<file path="config.mk">
export PLATFORM = sky130hd
export DESIGN_NAME = debounce_multi
export DESIGN_NICKNAME = d
export VERILOG_FILES = /design/src/rtl/debounce_pkg.sv /design/src/rtl/debounce_channel.sv /design/src/rtl/debounce_multi.sv
export SDC_FILE = /design/constraint.sdc
export NUM_CORES = 1
export LEC_CHECK = 0
export CORE_ASPECT_RATIO = 0.75
export CORE_MARGIN = 8
export CORE_UTILIZATION = 35
export CTS_BUF_LIST = sky130_fd_sc_hd__clkbuf_8 sky130_fd_sc_hd__clkbuf_16
export DETAILED_ROUTE_END_ITERATION = 8
export PLACE_DENSITY = 0.6
export RECOVER_POWER = 100
export SKIP_CTS_REPAIR_TIMING = 1
export SLEW_MARGIN = 40
export SYNTH_ARGS = -nofsm -noshare
export SYNTH_HDL_FRONTEND = slang
export SYNTH_SLANG_ARGS = --single-unit
</file>
<file path="constraint.sdc">
create_clock -name clk_100 -period 2.1 [get_ports clk_100]
set_input_delay 0.315 -clock clk_100 [delete_from_list [all_inputs] [get_ports clk_100]]
set_output_delay 0.315 -clock clk_100 [all_outputs]
set_load 0.1 [all_outputs]
</file>
<file path="src/rtl/debounce_pkg.sv">
// Shared constants and width helpers for the multi-channel debouncer.
// Declarations only; no latency, no flow control.
package debounce_pkg;

    localparam int SAMPLE_DIV_10US = 1000;
    localparam int STABLE_5MS      = 500;

    function automatic int CLOG2(input int value);
        int w;
        w = 0;
        for (int i = 0; i < 31; i++) begin
            if ((1 << i) < value) w = i + 1;
        end
        return w;
    endfunction

    // Counter width that still holds value-1, never narrower than one bit.
    function automatic int CNT_W(input int value);
        return (CLOG2(value) < 1) ? 1 : CLOG2(value);
    endfunction

endpackage

</file>
<file path="src/rtl/debounce_channel.sv">
// One debounced input: synchroniser, stability counter, registered level and edge pulses.
// Latency SYNC_STAGES + (STABLE_TICKS-1)*tick period + 1 minimum; free-running, no backpressure.
module debounce_channel
    import debounce_pkg::*;
#(
    parameter int   STABLE_TICKS = STABLE_5MS,
    parameter int   SYNC_STAGES  = 2,
    parameter logic INIT_LEVEL   = 1'b0
) (
    input  logic clk,
    input  logic rst_n,
    input  logic tick,
    input  logic din,
    output logic level,
    output logic rise,
    output logic fall
);

    localparam int            CW       = CNT_W(STABLE_TICKS);
    localparam logic [CW-1:0] CNT_LAST = CW'(STABLE_TICKS - 1);

    logic [SYNC_STAGES-1:0] sync_q;
    logic                   s;
    logic [CW-1:0]          cnt;
    logic [CW-1:0]          cnt_nxt;
    logic                   level_nxt;
    logic                   rise_nxt;
    logic                   fall_nxt;

    always_ff @(posedge clk or negedge rst_n) begin
        if (!rst_n) begin
            sync_q <= {SYNC_STAGES{INIT_LEVEL}};
        end else begin
            sync_q <= {sync_q[SYNC_STAGES-2:0], din};
        end
    end

    assign s = sync_q[SYNC_STAGES-1];

    // cnt == 0 is the STABLE state; any non-zero count is PENDING.
    always_comb begin
        cnt_nxt   = cnt;
        level_nxt = level;
        rise_nxt  = 1'b0;
        fall_nxt  = 1'b0;
        if (tick) begin
            if (s == level) begin
                cnt_nxt = '0;
            end else if (cnt == CNT_LAST) begin
                cnt_nxt   = '0;
                level_nxt = s;
                rise_nxt  = s;
                fall_nxt  = ~s;
            end else begin
                cnt_nxt = cnt + 1'b1;
            end
        end
    end

    always_ff @(posedge clk or negedge rst_n) begin
        if (!rst_n) begin
            cnt   <= '0;
            level <= INIT_LEVEL;
            rise  <= 1'b0;
            fall  <= 1'b0;
        end else begin
            cnt   <= cnt_nxt;
            level <= level_nxt;
            rise  <= rise_nxt;
            fall  <= fall_nxt;
        end
    end

endmodule

</file>
<file path="src/rtl/debounce_multi.sv">
// Multi-channel debouncer: shared sample prescaler feeding CHANNELS independent debounce_channel slices.
// Latency SYNC_STAGES+(STABLE_TICKS-1)*SAMPLE_DIV+1 .. SYNC_STAGES+STABLE_TICKS*SAMPLE_DIV; no backpressure.
module debounce_multi
    import debounce_pkg::*;
#(
    parameter int                  CHANNELS     = 5,
    parameter int                  SAMPLE_DIV   = SAMPLE_DIV_10US,
    parameter int                  STABLE_TICKS = STABLE_5MS,
    parameter int                  SYNC_STAGES  = 2,
    parameter logic [CHANNELS-1:0] INIT_LEVEL   = {CHANNELS{1'b0}}
) (
    input  logic                clk_100,
    input  logic                ck_rst,
    input  logic [CHANNELS-1:0] din,
    output logic [CHANNELS-1:0] level,
    output logic [CHANNELS-1:0] rise,
    output logic [CHANNELS-1:0] fall,
    output logic                tick
);

    localparam int            PW        = CNT_W(SAMPLE_DIV);
    localparam logic [PW-1:0] PCNT_LAST = PW'(SAMPLE_DIV - 1);

    logic [PW-1:0] pcnt;
    logic [PW-1:0] pcnt_nxt;

    assign pcnt_nxt = (pcnt == PCNT_LAST) ? '0 : pcnt + 1'b1;

    // tick is registered so it tracks pcnt == SAMPLE_DIV-1 yet stays low in reset.
    always_ff @(posedge clk_100 or negedge ck_rst) begin
        if (!ck_rst) begin
            pcnt <= '0;
            tick <= 1'b0;
        end else begin
            pcnt <= pcnt_nxt;
            tick <= (pcnt_nxt == PCNT_LAST);
        end
    end

    for (genvar i = 0; i < CHANNELS; i++) begin : g_ch
        debounce_channel #(
            .STABLE_TICKS (STABLE_TICKS),
            .SYNC_STAGES  (SYNC_STAGES),
            .INIT_LEVEL   (INIT_LEVEL[i])
        ) u_ch (
            .clk   (clk_100),
            .rst_n (ck_rst),
            .tick  (tick),
            .din   (din[i]),
            .level (level[i]),
            .rise  (rise[i]),
            .fall  (fall[i])
        );
    end

endmodule

</file>
# Word level (Yosys, flattened, before mapping)
# Cells that the tools add are included.
[word_totals]
latchBits = 0
output_inout_bits = 16
in_bits = 7
mem_count = 0
word_cells = 101
regBits = 81
ramBits = 0
mem_bits_ro = 0
[op_classes]
reduce_logical = 5
order_cmp = 0
shifts = 0
add_sub_neg = 6
bitwise_logic = 10
div_mod_pow = 0
eq_ne = 12
multipliers = 0
n_mux = 41
[op_table]
columns = ["operator", "count"]
rows = [
  ["$mux W9", 10],
  ["$add A9 B1 Y9 const B", 5],
  ["$eq A9 B9 Y1 const B", 5],
  ["$mux W1", 30],
  ["$eq A10 B10 Y1 const B", 2],
  ["$reduce_and A3 Y1", 5],
  ["$add A10 B1 Y10 const B", 1],
  ["$mux W10", 1],
  ["$not A1 Y1", 10],
  ["$eq A1 B1 Y1", 5],
]

# Logic depth before layout (Yosys ltp)
[depth]
word_depth = 4
ltp_mapped = 6
ltp_nobuf = 6

# Modules after synthesis
# From an unflattened synthesis, not the netlist that was laid out.
[unflattened]
hier_cells = 335
area_unflattened_um2 = 3896.2
[modules_own_cells]
columns = ["module", "cells_each", "area_per_inst_um2", "n_inst"]
rows = [
  ["debounce_channel", 56, 660.6, 5],
  ["debounce_multi", 55, 593.1, 1],
]

# Worst setup path after synthesis
# Ideal clock, no wire load.
[synth_timing]
kind = "register to register"
startpoint = "register tick"
endpoint = "register g_ch[0].u_ch.level"
stages_incl_launch_ff = 5
setup_slack_ns = -0.162
synth_period_minus_slack_ns = 2.262
required_ns = 1.973
path_buffers = 1
arrival_ns = 2.135
path_cell_list = "dfrtp_1 clkbuf_1 nand2_1 or4_4 mux2_1"
[synth_between]
elab_chain_len = 1
[synth_rtl]
columns = ["item", "line", "source"]
rows = [
  ["start, declared", "debounce_multi.sv:18", "output logic tick"],
  ["start signal, assigned", "debounce_multi.sv:36", "tick <= (pcnt_nxt == PCNT_LAST);"],
  ["$reduce_and A3 Y1 (no line)", "n/a", ""],
  ["end signal, assigned", "debounce_channel.sv:68", "level <= level_nxt;"],
  ["end, declared", "debounce_channel.sv:14", "output logic level,"],
]
# Every way passes these cells.
# A chain may end at the register's enable or synchronous reset.

# Worst setup path in the final report
[layout_timing]
startpoint = "register tick"
endpoint = "output tick"
# No word-level cell between the ends.

==> results.md <==
- Outcome: finished, final reports clean
- Non-Filler Instances: approximately 540
- Initial core utilization: 0.361
- Initial antenna violation count: 0
- Worst Max-Slew Pin Slew: 1.08 ns
- Routed Antenna Nets: 0
- Total vias in the final route: 2808
- Global placement routability congestion: 0.842
- Critical path capture point type: primary output
- Synth Area in Compound Gates: 0.152
- Worst setup path category: flip-flop to primary output
- Syn nets: 392
- Filler cells: between 1000 and 1500
- Post-synthesis adder-cell area fraction: 0.0220
- Largest family of logic cells by synthesized area: simple AND/OR/NAND/NOR gates
- Die area: 0.0151 mm^2
- Min Tclk post-route: 1.88 ns
- Unrepaired setup endpoints after global routing: false
- Slew Limit Fails: 0
- Number of synthesized flops with an enable pin: 0
- Max stage delay cell, worst path: dfrtp_2
- Number of global-route vias before repair: between 2000 and 3000
- Max Cap Viol: 0
- Asr flop ratio synth: 1.00
- Worst Path Max Fanout: 16
- Peak supply drop: ~0.00067 V
- CTS root buffer: clkbuf_16
- CTS Buf Count: 9
- TritonRoute pass-1 iters: 4
- Port Buffers: 22
- Most common cell after layout, fill and taps aside: dfrtp_1
- CP arrival: 1.57 ns
- Mux contribution to synthesized area: 0.0292
- Simple-gate area share of the yosys netlist: 0.190
- # rows: 33
- Layout cell share with drive strength beyond 1: 0.107
- Total global routing overflow: 0
- P per Cell Area: 798 mW/mm^2
- Startpoint Class: flip-flop
- H-tree depth: 3
- Post-Route WL: 7.61 mm
- CP bufs+invs: 3
- Worst Skew: 0.00897 ns
- Synth Register Bits: between 80 and 90
- Post-DR vias/cell: a little over 5
- Largest net degree at the start of global routing: 46
- Synth unique cells: 54
- TNS Setup: 0 ns
- Post-placement cell count: 525
- CTS Sinks: 81
- Total track usage: 0.108
- Period utilization: 0.896
- Critical Path RT: 1.78 ns
- Final nets: 410
- Fmax: 532 MHz
- Drt first-iter violations: ~280
- CORE AREA: 0.0110 mm^2
- Syn Inst Count: 378
- Tightest Hold Check Type: primary input to async pin
- Crit path largest cell delay: 0.58 ns
- Hold Vio Cnt, Final: 0
- Sequential share of the synthesized area: 0.509
- Worst rel slew slack: 0.278
- Number of remaining DRC errors: 0
- Main synth FF type: dfrtp_1
- Mapped Area: 0.00398 mm^2
- CP cell instances: clkbuf_2, buf_4, buf_12
- Antenna cells: 0
- Clock latency on the worst-skew pair: 0.34 ns
- CTS tree: done
- Reg clk slew, reported paths: 0.06 ns
- CTS Buffer Depth: 2
- Chip Height: 108 um
- Lkg Pwr: a little over 2 nW
- Syn. warnings: 0
- Endpoints failing setup: 0
- Most frequent cells in the layout: dfrtp_1, nand2_1, nor2_1
- CP delay by family, top: buffers and inverters
- XOR/XNOR share of the synthesized area: 0.0418
- Syn_area_per_cell: 10.5 um^2
- Die Wd: 139 um
- Top-level port count: 23
- First-pass GRT wire length: 13.2 mm
- DP HPWL: 5.18 mm
- Syn-to-layout area delta: 14.7%
- WL/cell: 14.1 um
## routing by layer
metal	global-route usage	vias to the layer above	part of all wire
li1	-	1395	-
met1	0.147	1340	0.53
met2	0.156	60	0.41
met3	0.0321	13	0.047
met4	0.0461	0	0.016
met5	0	-	0
## state kept, by name, summed over array words and instances, names as in the netlist
signal	flops
g_ch.u_ch.cnt	45
g_ch.u_ch.sync_q	10
pcnt	10
g_ch.u_ch.fall	5
g_ch.u_ch.level	5
tick	1
g_ch.u_ch.rise	5
## final cells by class
cell class / count / area [um^2] / area share
well taps: 140 / 175 / 0.0384
flip-flops and latches: 81 / 2030 / 0.444
repair buffers: 33 / 208 / 0.0455
clock buffers: 9 / 225 / 0.0493
inverters: 17 / 63.8 / 0.0140
clock inverters: 7 / 166 / 0.0364
multi-input cells: 254 / 1700 / 0.372
## final timing paths
check | from | to | slack [ns] | cells past startpoint
worst max-delay path | tick$_DFF_PN0_ | tick | 0.22 | 3
worst min-delay path | ck_rst | g_ch[4].u_ch.rise$_DFF_PN0_ | 0.18 | 1
worst max register to register | g_ch[2].u_ch.cnt[0]$_DFFE_PN0P_ | g_ch[2].u_ch.cnt[2]$_DFFE_PN0P_ | 0.23 | 6
worst min register to register | g_ch[2].u_ch.sync_q[0]$_DFF_PN0_ | g_ch[2].u_ch.sync_q[1]$_DFF_PN0_ | 0.35 | 0
max in group asynchronous | ck_rst | g_ch[0].u_ch.sync_q[1]$_DFF_PN0_ | 0.65 | 2
min in group clk_100 | g_ch[2].u_ch.sync_q[0]$_DFF_PN0_ | g_ch[2].u_ch.sync_q[1]$_DFF_PN0_ | 0.35 | 0
## kinds of logic after synthesis
family	count (synthesis)
AOI/OAI and AO/OA	80
DFF	81
xor gates and xnor gates	19
buffers and inverters	43
muxes	11
adders and majority gates	7
and+or+nand+nor	137
## power breakdown
part	switching, mW	leakage, nW	internal (mW)
registers	0.00668	1.09	1.57
clock network	0.614	0.186	1.40
logic	0.0354	0.735	0.0112
## metrics by stage
stage                     setup WS [ns]  utilization  total power [mW]  hold slack, ns  instance area [um^2]
final                             0.219        0.414              3.64           0.177                  4570
after global routing             0.0719        0.414              3.77           0.274                  4570
after CTS                         0.227        0.423              3.70         -0.0132                  4660
after detailed placement          0.261        0.387              1.66           0.335                  4270
after global placement            0.295        0.387              1.66           0.333                  4270
after floorplan                  0.0963            -              1.61          0.0194                  3980
## Yosys cell counts, types with 3 or more instances
cell       instances  area share
a21o_1             9       0.017
nor2_1            21       0.020
a31oi_1            4      0.0063
o31ai_1            8       0.015
a21oi_1            4      0.0050
ha_1               7       0.022
mux2i_1            6       0.015
o211ai_1           4      0.0075
nand4_1            8       0.013
nor3_1            15       0.019
xor2_1            13       0.029
o21ai_1            8       0.010
or4_1              3      0.0057
nand2_1           24       0.023
o21a_1             3      0.0057
mux2_1             4       0.011
and3_1             9       0.014
o2bb2ai_1         12       0.026
xnor2_1            6       0.013
nor4_1             7       0.011
nor2b_1            4      0.0063
o21ai_0            4      0.0050
nand4b_1           3      0.0066
nand2b_1           8       0.013
or3_1              3      0.0047
clkbuf_1           8      0.0075
inv_1             15       0.014
nor3b_1            4      0.0075
nand3_1           13       0.016
buf_4             15       0.028
a22o_1            10       0.022
dfrtp_1           81        0.51
and2_1             7       0.011
o22ai_1            3      0.0047
## worst register-to-register path, cell delays in order (launching register included)
cell	delay, ns
dfrtp_1	0.39
ha_1	0.24
nand4_1	0.14
nor4_1	0.26
clkbuf_1	0.30
nor2_1	0.18
a31o_1	0.24
No activity file was read; power rests on OpenSTA's default activity.
